**src/rtl/mem_arb_pkg.sv**
```systemverilog
// Shared types and constants for the instruction/data memory port arbiter.
package mem_arb_pkg;

  // Requester identities. These also tag in-flight reads.
  typedef enum logic [1:0] {
    REQ_DBG  = 2'd0,
    REQ_DATA = 2'd1,
    REQ_IF   = 2'd2,
    REQ_NONE = 2'd3
  } req_id_e;

  // Debug lock state machine.
  typedef enum logic [1:0] {
    ARB    = 2'd0,
    DRAIN  = 2'd1,
    LOCKED = 2'd2
  } arb_state_e;

  // Full-word byte enable used for fetch and debug accesses.
  localparam logic [3:0] BE_ALL = 4'hF;

  // Supported SRAM read latency range.
  localparam int unsigned MIN_READ_LATENCY = 1;
  localparam int unsigned MAX_READ_LATENCY = 4;

  // One entry of the read response tag pipe.
  typedef struct packed {
    logic    valid;
    req_id_e id;
  } rsp_tag_t;

  localparam rsp_tag_t TAG_EMPTY = '{valid: 1'b0, id: REQ_NONE};

  // True when a tag carries a live response for the given requester.
  function automatic logic tag_is(input rsp_tag_t tag, input req_id_e id);
    return tag.valid && (tag.id == id);
  endfunction

endpackage

```
**src/rtl/rsp_tag_pipe.sv**
```systemverilog
// Shift register tracking which requester owns each in-flight SRAM read.
// The head entry lines up with the cycle mem_rdata is valid for that read.
module rsp_tag_pipe
  import mem_arb_pkg::*;
#(
  parameter int unsigned Depth = 1
) (
  input  logic     clk,
  input  logic     rst_n,
  input  rsp_tag_t push_tag_i,
  output rsp_tag_t head_o,
  output logic     inflight_any_o
);

  rsp_tag_t tag_q [Depth];
  rsp_tag_t tag_d [Depth];

  // Next-state: new tag enters stage 0, everything else moves one stage on.
  always_comb begin
    tag_d[0] = push_tag_i;
    for (int unsigned i = 1; i < Depth; i++) begin
      tag_d[i] = tag_q[i-1];
    end
  end

  // Tag storage; reset discards every in-flight read.
  always_ff @(posedge clk or negedge rst_n) begin
    if (!rst_n) begin
      for (int unsigned i = 0; i < Depth; i++) begin
        tag_q[i] <= TAG_EMPTY;
      end
    end else begin
      for (int unsigned i = 0; i < Depth; i++) begin
        tag_q[i] <= tag_d[i];
      end
    end
  end

  assign head_o = tag_q[Depth-1];

  // Reads still outstanding after this cycle; the head retires now so it is excluded.
  always_comb begin
    inflight_any_o = 1'b0;
    for (int unsigned i = 0; i + 1 < Depth; i++) begin
      inflight_any_o = inflight_any_o | tag_q[i].valid;
    end
  end

endmodule

```
**src/rtl/mem_port_arbiter.sv**
```systemverilog
// Arbitrates one single-port SRAM between instruction fetch, the MEM stage and
// the debug loader. Fixed priority dbg > data > fetch with a starvation guard
// for fetch, plus a debug lock mode that drains reads and then owns the memory.
module mem_port_arbiter
  import mem_arb_pkg::*;
#(
  parameter int unsigned AW           = 10,
  parameter int unsigned DW           = 32,
  parameter int unsigned READ_LATENCY = 1,
  parameter int unsigned MAX_WAIT     = 4
) (
  input  logic          clk,
  input  logic          rst_n,
  // Fetch port
  input  logic          if_req,
  input  logic [AW-1:0] if_addr,
  output logic          if_gnt,
  output logic          if_rvalid,
  // MEM-stage port
  input  logic          d_req,
  input  logic          d_we,
  input  logic [3:0]    d_be,
  input  logic [AW-1:0] d_addr,
  input  logic [DW-1:0] d_wdata,
  output logic          d_gnt,
  output logic          d_rvalid,
  // Debug loader port
  input  logic          dbg_req,
  input  logic          dbg_we,
  input  logic [AW-1:0] dbg_addr,
  input  logic [DW-1:0] dbg_wdata,
  input  logic          dbg_lock,
  output logic          dbg_gnt,
  output logic          dbg_rvalid,
  // Shared read data and hazard unit hook
  output logic [DW-1:0] rdata,
  output logic          pipe_stall,
  // SRAM
  output logic          mem_en,
  output logic          mem_we,
  output logic [3:0]    mem_be,
  output logic [AW-1:0] mem_addr,
  output logic [DW-1:0] mem_wdata,
  input  logic [DW-1:0] mem_rdata
);

  if (READ_LATENCY < MIN_READ_LATENCY || READ_LATENCY > MAX_READ_LATENCY) begin : g_bad_latency
    $error("mem_port_arbiter: READ_LATENCY must be within 1..4");
  end

  localparam int unsigned CntW = (MAX_WAIT < 1) ? 1 : $clog2(MAX_WAIT + 1);
  localparam logic [CntW-1:0] WaitMax = CntW'(MAX_WAIT);

  arb_state_e     state_q, state_d;
  logic [CntW-1:0] starve_q, starve_d;
  req_id_e        win;
  rsp_tag_t       push_tag;
  rsp_tag_t       head_tag;
  logic           inflight_any;
  logic           pipe_empty_next;

  // Winner selection; nothing is granted while reset is asserted.
  always_comb begin
    win = REQ_NONE;
    if (rst_n) begin
      unique case (state_q)
        ARB: begin
          if (dbg_req) begin
            win = REQ_DBG;
          end else if (if_req && (starve_q == WaitMax)) begin
            // Starved fetch jumps ahead of data, never ahead of debug.
            win = REQ_IF;
          end else if (d_req) begin
            win = REQ_DATA;
          end else if (if_req) begin
            win = REQ_IF;
          end
        end
        LOCKED: begin
          if (dbg_req) begin
            win = REQ_DBG;
          end
        end
        default: win = REQ_NONE;
      endcase
    end
  end

  assign dbg_gnt = (win == REQ_DBG);
  assign d_gnt   = (win == REQ_DATA);
  assign if_gnt  = (win == REQ_IF);

  // SRAM request mux driven from the winner; idle bus is all zeros.
  always_comb begin
    mem_en    = 1'b0;
    mem_we    = 1'b0;
    mem_be    = '0;
    mem_addr  = '0;
    mem_wdata = '0;
    unique case (win)
      REQ_DBG: begin
        mem_en    = 1'b1;
        mem_we    = dbg_we;
        mem_be    = BE_ALL;
        mem_addr  = dbg_addr;
        mem_wdata = dbg_wdata;
      end
      REQ_DATA: begin
        mem_en    = 1'b1;
        mem_we    = d_we;
        mem_be    = d_be;
        mem_addr  = d_addr;
        mem_wdata = d_wdata;
      end
      REQ_IF: begin
        mem_en   = 1'b1;
        mem_be   = BE_ALL;
        mem_addr = if_addr;
      end
      default: ;
    endcase
  end

  // Only reads are tracked; writes produce no response.
  always_comb begin
    push_tag       = TAG_EMPTY;
    push_tag.valid = mem_en && !mem_we;
    push_tag.id    = win;
  end

  rsp_tag_pipe #(
    .Depth(READ_LATENCY)
  ) u_tag_pipe (
    .clk            (clk),
    .rst_n          (rst_n),
    .push_tag_i     (push_tag),
    .head_o         (head_tag),
    .inflight_any_o (inflight_any)
  );

  assign dbg_rvalid = tag_is(head_tag, REQ_DBG);
  assign d_rvalid   = tag_is(head_tag, REQ_DATA);
  assign if_rvalid  = tag_is(head_tag, REQ_IF);
  assign rdata      = mem_rdata;

  // Starvation counter next-state: count denied fetch cycles, saturate at MAX_WAIT.
  always_comb begin
    starve_d = '0;
    if (if_req && !if_gnt) begin
      starve_d = (starve_q == WaitMax) ? starve_q : starve_q + 1'b1;
    end
  end

  // No read will be outstanding after this cycle, counting one granted now.
  assign pipe_empty_next = !inflight_any && !push_tag.valid;

  // Debug lock state machine next-state.
  always_comb begin
    state_d = state_q;
    unique case (state_q)
      ARB: begin
        if (dbg_lock) begin
          state_d = pipe_empty_next ? LOCKED : DRAIN;
        end
      end
      DRAIN: begin
        if (!dbg_lock) begin
          state_d = ARB;
        end else if (!inflight_any) begin
          state_d = LOCKED;
        end
      end
      LOCKED: begin
        if (!dbg_lock) begin
          state_d = ARB;
        end
      end
      default: state_d = ARB;
    endcase
  end

  // Freeze the pipeline while memory is unavailable to it.
  always_comb begin
    pipe_stall = 1'b0;
    if (rst_n) begin
      if (state_q != ARB) begin
        pipe_stall = 1'b1;
      end else begin
        pipe_stall = (if_req && !if_gnt) || (d_req && !d_gnt);
      end
    end
  end

  // State and starvation counter registers.
  always_ff @(posedge clk or negedge rst_n) begin
    if (!rst_n) begin
      state_q  <= ARB;
      starve_q <= '0;
    end else begin
      state_q  <= state_d;
      starve_q <= starve_d;
    end
  end

endmodule

```
**config.mk**
```make
export PLATFORM = sky130hd
export DESIGN_NAME = mem_port_arbiter
export DESIGN_NICKNAME = d
export VERILOG_FILES = /design/src/rtl/mem_arb_pkg.sv /design/src/rtl/rsp_tag_pipe.sv /design/src/rtl/mem_port_arbiter.sv
export SDC_FILE = /design/constraint.sdc
export NUM_CORES = 1
export LEC_CHECK = 0
export ABC_AREA = 1
export CORE_AREA = 2 2 88 90
export DETAILED_ROUTE_END_ITERATION = 8
export DIE_AREA = 0 0 90 92
export GPL_TIMING_DRIVEN = 0
export PLACE_DENSITY = 0.71
export SYNTH_ARGS = -nofsm -noshare
export SYNTH_HDL_FRONTEND = slang
export SYNTH_SLANG_ARGS = --single-unit
export TNS_END_PERCENT = 20
```
**constraint.sdc**
```tcl
create_clock -name clk -period 2.3 [get_ports clk]
set_clock_uncertainty 0.05 [all_clocks]
set_input_delay 0.345 -clock clk [delete_from_list [all_inputs] [get_ports clk]]
set_output_delay 0.345 -clock clk [all_outputs]
set_load 0.01 [all_outputs]
```
# == After elaboration in Yosys (flattened, before gate mapping) ==
# Cells that the tools add are included.
# totals
regBits,8
in_bits,138
out_inout_bits,87
word_cells,54
# classes
add_sub_neg,1
n_eq_ne,10
n_mux,21
reduce_logical,18
# op_table
cell,n
case mux 32 bit (2 select lines),1
case mux 10 bit (3 select lines),1
two-way mux 2 bit,9
case mux 4 bit (2 select lines),1
logical AND 1 bit,7
== test 2 x 1 -> 1 bit (second input constant),3
== test 2 bit (second input constant),3
zero test 2 bit,3
two-way mux 3 bit,2
inequality test 2 bit (second input constant),3
case mux 2 bit (3 select lines),1
two-way mux 1 bit,4
case mux 2 bit (2 select lines),1
adder 3 x 1 -> 3 bit (second input constant),1
== test 3 bit (second input constant),1
zero test 1 bit,3
OR reduction 3 bit,1
case mux 1 bit (2 select lines),1
AND reduction 2 bit,1
nonzero test 2 bit,1
OR reduction 2 bit,1
logical OR 1 bit,1

# == Longest topological paths before layout ==
# Gate-level depths: netlist (run 1).
# logic_depth
ltp_word,13
mapped_depth,11
mapped_depth_nobuf,11

# == By module ==
# A second synthesis (run 1) with hierarchy kept.
# hier_totals
hier_cells,184
hier_area_um2,1342.5
# modules_own_cells
module,instances,cells_each,area_each_um2,seq_area_each_um2
mem_port_arbiter,1,179,1253.7,125.1
rsp_tag_pipe,1,5,88.8,77.6

# == Least setup slack after synthesis (run 1) ==
# Ideal clock, no wire load.
# synth_path
path_type,register to output
from,register starve_q[0]
to,output mem_addr[1]
arrival_ns,1.487
t_required_ns,1.905
slack_ns,0.418
path_stages_with_launch,12
path_buffers,1
cell_sequence,dfrtp_1 inv_1 ha_1 nand2_2 nand2_1 nand3_2 nand2_4 nand2_4 nor2_8 buf_4 nand2_1 nand3_1
# synth_rtl
item,line_no,source
"start, declared",mem_port_arbiter.sv:55,"logic [CntW-1:0] starve_q, starve_d;"
"start signal, assigned",mem_port_arbiter.sv:201,starve_q <= starve_d;
"end, declared",mem_port_arbiter.sv:42,"output logic [AW-1:0] mem_addr,"

==> results of run 1 <==
per-stage QoR:
step	util, %	hold slack, ps	setup TNS (ps)
6_report	50.1	93.8	-2790
5_1_grt	50.1	125	-7740
4_1_cts	49.1	91.3	-2250
3_5_place_dp	45.3	453	-34890
3_3_place_gp	45.3	441	-33390
2_1_floorplan	-	-0.591	0
cell type report:
type / count / area, µm²
clock buffers: 4 / 45.0
fillers: 731 / 3720
inverters: 11 / 41.3
multi-input cells: 125 / 892
flip-flops and latches: 8 / 203
well taps: 102 / 128
repair buffers: 223 / 2070
plain buffers: 42 / 353
layout by cell type (no fill, tap or decap), types with 3 or more instances in the layout:
cell type | synthesis | layout
sky130_fd_sc_hd__inv_1 | 10 | 8
sky130_fd_sc_hd__dfrtp_1 | 6 | 6
sky130_fd_sc_hd__dlygate4sd2_1 | 0 | 7
sky130_fd_sc_hd__buf_2 | 2 | 31
sky130_fd_sc_hd__buf_4 | 36 | 51
sky130_fd_sc_hd__nand3_2 | 2 | 14
sky130_fd_sc_hd__buf_6 | 4 | 31
sky130_fd_sc_hd__clkdlybuf4s50_1 | 0 | 136
sky130_fd_sc_hd__clkbuf_8 | 0 | 3
sky130_fd_sc_hd__nor2_1 | 6 | 6
sky130_fd_sc_hd__nand2_1 | 51 | 39
sky130_fd_sc_hd__a22o_1 | 32 | 32
sky130_fd_sc_hd__nand2_4 | 3 | 7
sky130_fd_sc_hd__nand2_2 | 2 | 9
sky130_fd_sc_hd__inv_2 | 1 | 3
sky130_fd_sc_hd__clkbuf_2 | 0 | 3
sky130_fd_sc_hd__buf_12 | 0 | 3
sky130_fd_sc_hd__nand3_1 | 17 | 5
logic make-up after synthesis:
| kind of cell | after synthesis | synth area share (%) |
|---|---|---|
| and+or+nand+nor | 87 | 32.2 |
| buffers and inverters | 53 | 27.7 |
| AOI/OAI and AO/OA | 35 | 22.3 |
| DFF | 8 | 15.3 |
| adders and majority gates | 2 | 1.89 |
| xor gates and xnor gates | 1 | 0.661 |
registers in the layout, indices dropped and copies added (netlist names):
register	count
u_tag_pipe.head_o	3
starve_q	3
state_q	2
synthesized netlist by cell type:
library cell and instances:
sky130_fd_sc_hd__buf_6 4, sky130_fd_sc_hd__nor3b_1 1, sky130_fd_sc_hd__nor2_4 2, sky130_fd_sc_hd__nand3_2 2, sky130_fd_sc_hd__nand2_4 3, sky130_fd_sc_hd__inv_1 10
sky130_fd_sc_hd__dfstp_2 2, sky130_fd_sc_hd__nor2_1 6, sky130_fd_sc_hd__nand2_2 2, sky130_fd_sc_hd__nand3_1 17, sky130_fd_sc_hd__dfrtp_1 6, sky130_fd_sc_hd__inv_2 1
sky130_fd_sc_hd__o21ai_0 1, sky130_fd_sc_hd__a21oi_1 2, sky130_fd_sc_hd__xnor2_1 1, sky130_fd_sc_hd__nor3_1 1, sky130_fd_sc_hd__nand2_1 51, sky130_fd_sc_hd__nor2_8 1
sky130_fd_sc_hd__buf_2 2, sky130_fd_sc_hd__nand4_1 1, sky130_fd_sc_hd__ha_1 2, sky130_fd_sc_hd__buf_4 36, sky130_fd_sc_hd__a22o_1 32
path summary, 6_finish.rpt:
path	endpoint	depth (start not counted)
max in group asynchronous	u_tag_pipe.head_o[1]$_DFF_PN1_	1
min in group clk	state_q[1]$_DFFE_PN0P_	3
worst min register to register	state_q[1]$_DFFE_PN0P_	3
worst max register to register	state_q[1]$_DFFE_PN0P_	12
worst min-delay path	starve_q[1]$_DFFE_PN0P_	1
worst max-delay path	mem_addr[2]	14
power by group through the flow:
stage	Sequential [mW]	Clock (mW)	Combinational, mW
2_1_floorplan	0.175	0	0.295
3_3_place_gp	0.176	0	0.734
3_5_place_dp	0.178	0	0.741
4_1_cts	0.176	0.190	0.798
5_1_grt	0.179	0.192	0.882
6_report	0.176	0.180	0.822
layer usage:
layer | global-route usage [%] | vias up | wire [µm]
met5 | 0 | - | 0
met4 | 1.28 | 0 | 0
met3 | 4.35 | 0 | 573
met2 | 30.9 | 111 | 4000
met1 | 18.0 | 980 | 2570
li1 | - | 1053 | -
worst max-delay path: stages (launching register included):
cell,delay [ps]
sky130_fd_sc_hd__dfrtp_1,360
sky130_fd_sc_hd__inv_2,60
sky130_fd_sc_hd__ha_4,170
sky130_fd_sc_hd__nand3_2,80
sky130_fd_sc_hd__nand3_2,70
sky130_fd_sc_hd__nand2_2,110
sky130_fd_sc_hd__nand2_4,90
sky130_fd_sc_hd__buf_12,160
sky130_fd_sc_hd__nor2_8,130
sky130_fd_sc_hd__buf_6,140
sky130_fd_sc_hd__buf_12,120
sky130_fd_sc_hd__buf_6,100
sky130_fd_sc_hd__nand2_4,40
sky130_fd_sc_hd__nand3_2,60
sky130_fd_sc_hd__buf_6,100
what timing repair did:
action                     CTS  global route
buffers inserted            25             6
gates resized for setup    241            23
hold endpoints to repair     0             0
pin swaps                   31             9
setup endpoints to repair   52            51
==> flow_metrics.env, run 1 <==
export IMPL_run_status="finished with violations"
export IMPL_failed_checks="negative setup slack"
export IMPL_totalPowerFinal_mw=1.18
export IMPL_critPathMaxFanout=6
export IMPL_comb_power_share_pct=69.8
export IMPL_maximum_number_of_pins_on_one_net_before_global_route_repair=15
export IMPL_synth_sequential_area_ratio_pct=15.3
export IMPL_leakage_nw=1.86
export IMPL_port_buffer_count=192
export IMPL_post_dp_cell_area_um2=3370
export IMPL_setup_violations=43
export IMPL_synthesis_area_per_instance_um2=7.12
export IMPL_htreeDepth=1
export IMPL_synth_lib_cells_used_distinct=23
export IMPL_place_detailed_hpwl_um=5540
export IMPL_power_sequential_fraction_pct=14.9
export IMPL_design_final_nets=554
export IMPL_clk_transition_reported_paths_ps=50
export IMPL_fp_row_count=32
export IMPL_die_x_um=90
export IMPL_final_critical_path_setup_slack_ps=-118
export IMPL_post_place_ws_ps=-744
export IMPL_via_count_of_the_first_global_routing_pass=2122
export IMPL_coreArea_um2=7450
export IMPL_synth_yosys_warnings=0
export IMPL_antenna_found_initial=0
export IMPL_netlist_area_um2=1330
export IMPL_synth_top_cell_area_share_pct=21.2
export IMPL_postCtsHoldBufs=0
export IMPL_num_io_pins=225
export IMPL_wl_per_cell_um=13.9
export IMPL_critPathCaptureType="primary output"
export IMPL_grt_usage_pct=15.9
export IMPL_clock_sink_count=8
export IMPL_tritoncts_clock_tree="done"
export IMPL_netlist_top_cell_by_area="sky130_fd_sc_hd__a22o_1"
export IMPL_antenna_cells_inserted=0
export IMPL_later_pin_clock_latency_in_the_skew_report_ps=230
export IMPL_die_area_um2=8280
export IMPL_layout_min_cycle_time_ps=2420
export IMPL_max_clock_freq_ghz=0.414
export IMPL_globalRouteOverflowTotal=0
export IMPL_fraction_of_layout_cells_with_a_size_suffix_above_1_pct=40.0
export IMPL_final_period_utilization_pct=105
export IMPL_route_detailed_drc=0
export IMPL_number_of_violations_of_the_max_capacitance_limit=0
export IMPL_cts_buffer_depth=2
export IMPL_tritoncts_num_buffers=3
export IMPL_clock_power_share_pct=15.3
export IMPL_dp_cells=480
export IMPL_syn_instance_count=186
export IMPL_cellPowerDensity_nw_per_um2=316
export IMPL_internal_power_consumption_mw=0.788
export IMPL_routability_congestion=0.733
export IMPL_worst_slew_margin_rel_pct=70.2
export IMPL_vdd_ir_drop_worst_v=0.000365
export IMPL_synthesis_nets=326
export IMPL_chipHeight_um=92
export IMPL_start_util_pct=17.8
export IMPL_rsz0062_at_grt="yes"
export IMPL_sort_of_element_at_the_start_of_the_critical_path="flip-flop"
export IMPL_grt_pass1_wl_um=10900
export IMPL_cp_startpoint="starve_q[0]$_DFFE_PN0P_"
export IMPL_detail_route_wirelength_um=7140
export IMPL_final_cell_count_no_fill=515
export IMPL_postRouteAntennaNets=0
export IMPL_regToRegSetupSlack_ps=600
export IMPL_synth_ff_latch_count=8
export IMPL_routed_via_density=4.16
export IMPL_worst_hold_path_type="in2async"
export IMPL_clk_root_buffer_cell="sky130_fd_sc_hd__clkbuf_8"
export IMPL_sw_frac_of_total_pct=33.1
export IMPL_syn2layout_area_growth_pct=182
export IMPL_cp_required_ps=1900
export IMPL_drtIter0Drc=40
export IMPL_hold_viol=0
export IMPL_design_area_um2=3730
export IMPL_dr_total_vias=2144
export IMPL_detailedRoute_firstPassIterationCount=4
export IMPL_reg2reg_from="starve_q[0]$_DFFE_PN0P_"
export IMPL_total_switching_power_mw=0.391
export IMPL_crit_arrival_ps=2020
export IMPL_worst_slew_pin_transition_ps=446
export IMPL_yosys_top_cells_area="sky130_fd_sc_hd__a22o_1 (21%), sky130_fd_sc_hd__buf_4 (20%), sky130_fd_sc_hd__nand2_1 (14%), sky130_fd_sc_hd__dfrtp_1 (11%), sky130_fd_sc_hd__nand3_1 (6.4%)"
export IMPL_worst_setup_path_type="reg2out"
export IMPL_final_count_of_pins_violating_max_slew=0
Note: power is estimated with default switching activity, not from simulation.
==> run 2: changes to the inputs <==
--- a/config.mk
+++ b/config.mk
@@ -11,6 +11,7 @@
 export DIE_AREA = 0 0 90 92
 export GPL_TIMING_DRIVEN = 0
 export PLACE_DENSITY = 0.71
+export RECOVER_POWER = 50
 export SYNTH_ARGS = -nofsm -noshare
 export SYNTH_HDL_FRONTEND = slang
 export SYNTH_SLANG_ARGS = --single-unit
==> flow_metrics.env, run 2 (same netlist as run 1, synthesis figures left out) <==
export IMPL_multiInputGateArea_um2=892
export IMPL_final_period_utilization_pct=105
export IMPL_worst_slew_margin_rel_pct=70.3
export IMPL_crit_path_cell_trace="inv_2 -> ha_4 -> nand3_2 -> nand3_2 -> nand2_2 -> nand2_4 -> buf_12 -> nor2_8 -> buf_6 -> buf_12 -> buf_6 -> nand2_4 -> nand3_2 -> buf_6"
export IMPL_grt_pass1_wl_um=10900
export IMPL_tritoncts_clock_tree="done"
export IMPL_critPathTopFamily="buffers and inverters"
export IMPL_n_fill_cell=731
export IMPL_detailedRoute_firstPassIterationCount=4
export IMPL_chipHeight_um=92
export IMPL_drtIter0Drc=40
export IMPL_worst_hold_path_type="in2async"
export IMPL_regToRegSetupSlack_ps=600
export IMPL_die_x_um=90
export IMPL_htreeDepth=1
export IMPL_area_sequential_um2=203
export IMPL_globalRouteOverflowTotal=0
export IMPL_cts_buffer_depth=2
export IMPL_layout_cells_most_common_list="sky130_fd_sc_hd__clkdlybuf4s50_1 (117), sky130_fd_sc_hd__buf_4 (51), sky130_fd_sc_hd__nand2_1 (39)"
export IMPL_fp_row_count=32
export IMPL_design_final_nets=554
export IMPL_leading_cell_type_in_the_layout_fill_and_taps_excluded="sky130_fd_sc_hd__clkdlybuf4s50_1"
export IMPL_dr_total_vias=2144
export IMPL_layout_min_cycle_time_ps=2420
export IMPL_rsz0062_at_grt="yes"
export IMPL_routability_congestion=0.733
export IMPL_crit_slowest_cell="sky130_fd_sc_hd__dfrtp_1"
export IMPL_routed_via_density=4.16
export IMPL_wl_per_cell_um=13.8
export IMPL_leakage_nw=1.87
export IMPL_final_critical_path_setup_slack_ps=-118
export IMPL_clock_sink_count=8
export IMPL_crit_end="mem_addr[2]"
export IMPL_start_util_pct=17.8
export IMPL_fraction_of_layout_cells_with_a_size_suffix_above_1_pct=40.0
export IMPL_detail_route_wirelength_um=7120
export IMPL_crit_cells=14
export IMPL_max_clock_freq_ghz=0.414
export IMPL_cellPowerDensity_nw_per_um2=314
export IMPL_num_io_pins=225
export IMPL_max_stage_delay_ps=360
export IMPL_sort_of_element_at_the_start_of_the_critical_path="flip-flop"
export IMPL_failed_checks="negative setup slack"
export IMPL_antenna_found_initial=0
export IMPL_reg2reg_from="starve_q[0]$_DFFE_PN0P_"
export IMPL_later_pin_clock_latency_in_the_skew_report_ps=230
export IMPL_hold_viol=0
export IMPL_via_count_of_the_first_global_routing_pass=2122
export IMPL_maximum_number_of_pins_on_one_net_before_global_route_repair=15
export IMPL_crit_reg_reg_endpoint="state_q[1]$_DFFE_PN0P_"
export IMPL_route_detailed_drc=0
export IMPL_vdd_ir_drop_worst_v=0.000363
export IMPL_place_detailed_hpwl_um=5540
export IMPL_antenna_cells_inserted=0
export IMPL_coreArea_um2=7450
export IMPL_postRouteAntennaNets=0
export IMPL_ff2ff_path_depth=12
export IMPL_final_count_of_pins_violating_max_slew=0
export IMPL_critPathMaxFanout=6
export IMPL_clk_transition_reported_paths_ps=50
export IMPL_worst_slew_pin_transition_ps=446
export IMPL_tritoncts_num_buffers=3
export IMPL_die_area_um2=8280
export IMPL_number_of_violations_of_the_max_capacitance_limit=0
export IMPL_critPathCaptureType="primary output"
export IMPL_cp_required_ps=1900
export IMPL_totalPowerFinal_mw=1.17
export IMPL_port_buffer_count=192
export IMPL_setup_violations=43
export IMPL_run_status="finished with violations"
export IMPL_cp_startpoint="starve_q[0]$_DFFE_PN0P_"
export IMPL_final_core_util_pct=50.1
export IMPL_syn2layout_area_growth_pct=182
export IMPL_crit_arrival_ps=2020
export IMPL_clk_root_buffer_cell="sky130_fd_sc_hd__clkbuf_8"
export IMPL_grt_usage_pct=15.9
export IMPL_worst_setup_path_type="reg2out"
export IMPL_critical_path_buf_inv_count=6
-- run 2: cell types whose count changed in the layout (fill, tap and decap cells not counted), sizes merged --
cell           before  now
clkdlybuf4s50     136  117
dlygate4sd3         0   19
-- run 2: area by class of cell --
| cell class | instances | share of cell area, % |
|---|---|---|
| inverters | 11 | 1.11 |
| multi-input cells | 125 | 23.9 |
| plain buffers | 42 | 9.46 |
| repair buffers | 223 | 55.5 |
| well taps | 102 | 3.42 |
| flip-flops and latches | 8 | 5.43 |
| clock buffers | 4 | 1.21 |
-- run 2: worst min-delay path by stage --
stage | slack, ps | startpoint | endpoint
2_1_floorplan | -0.6 | rst_n | starve_q[0]$_DFFE_PN0P_
3_3_place_gp | 440 | starve_q[1]$_DFFE_PN0P_ | starve_q[1]$_DFFE_PN0P_
3_5_place_dp | 450 | starve_q[1]$_DFFE_PN0P_ | starve_q[1]$_DFFE_PN0P_
4_1_cts | 90 | rst_n | starve_q[1]$_DFFE_PN0P_
5_1_grt | 120 | rst_n | starve_q[1]$_DFFE_PN0P_
6_report | 90 | rst_n | starve_q[1]$_DFFE_PN0P_
-- run 2: per-stage QoR --
step	hold slack [ps]	instances	setup slack (ps)	cell area [µm²]	TNS [ps]
2_1_floorplan	-0.591	186	418	1330	0
3_3_place_gp	441	480	-725	3370	-33390
3_5_place_dp	453	480	-744	3370	-34890
4_1_cts	91.3	509	-117	3650	-2250
5_1_grt	125	515	-251	3730	-7740
6_report	93.8	515	-118	3730	-2790
-- run 2: timing repair --
action                                  in CTS  in global routing
endpoints found under the setup margin      52                 51
resized for setup                          241                 23
hold buffers                                 0                  0
setup buffers                               25                  6
pin swaps                                   31                  9
-- run 2: routing by layer --
metal  wire (µm)  share of wire (%)  global-route usage, %  vias to the layer above
met3         573                8.0                   4.35                        0
met4           0                  0                   1.28                        0
met5           0                  0                      0                        -
li1            -                  -                      -                     1053
met1        2560                 36                   18.0                      980
met2        3990                 56                   30.9                      111
-- run 2: power by group --
group | total, mW | internal [mW] | leakage (nW) | switching [mW]
registers | 0.176 | 0.161 | 0.0990 | 0.0150
clock network | 0.180 | 0.121 | 0.0228 | 0.0596
logic | 0.815 | 0.500 | 1.75 | 0.315
total | 1.17 | 0.781 | 1.87 | 0.390
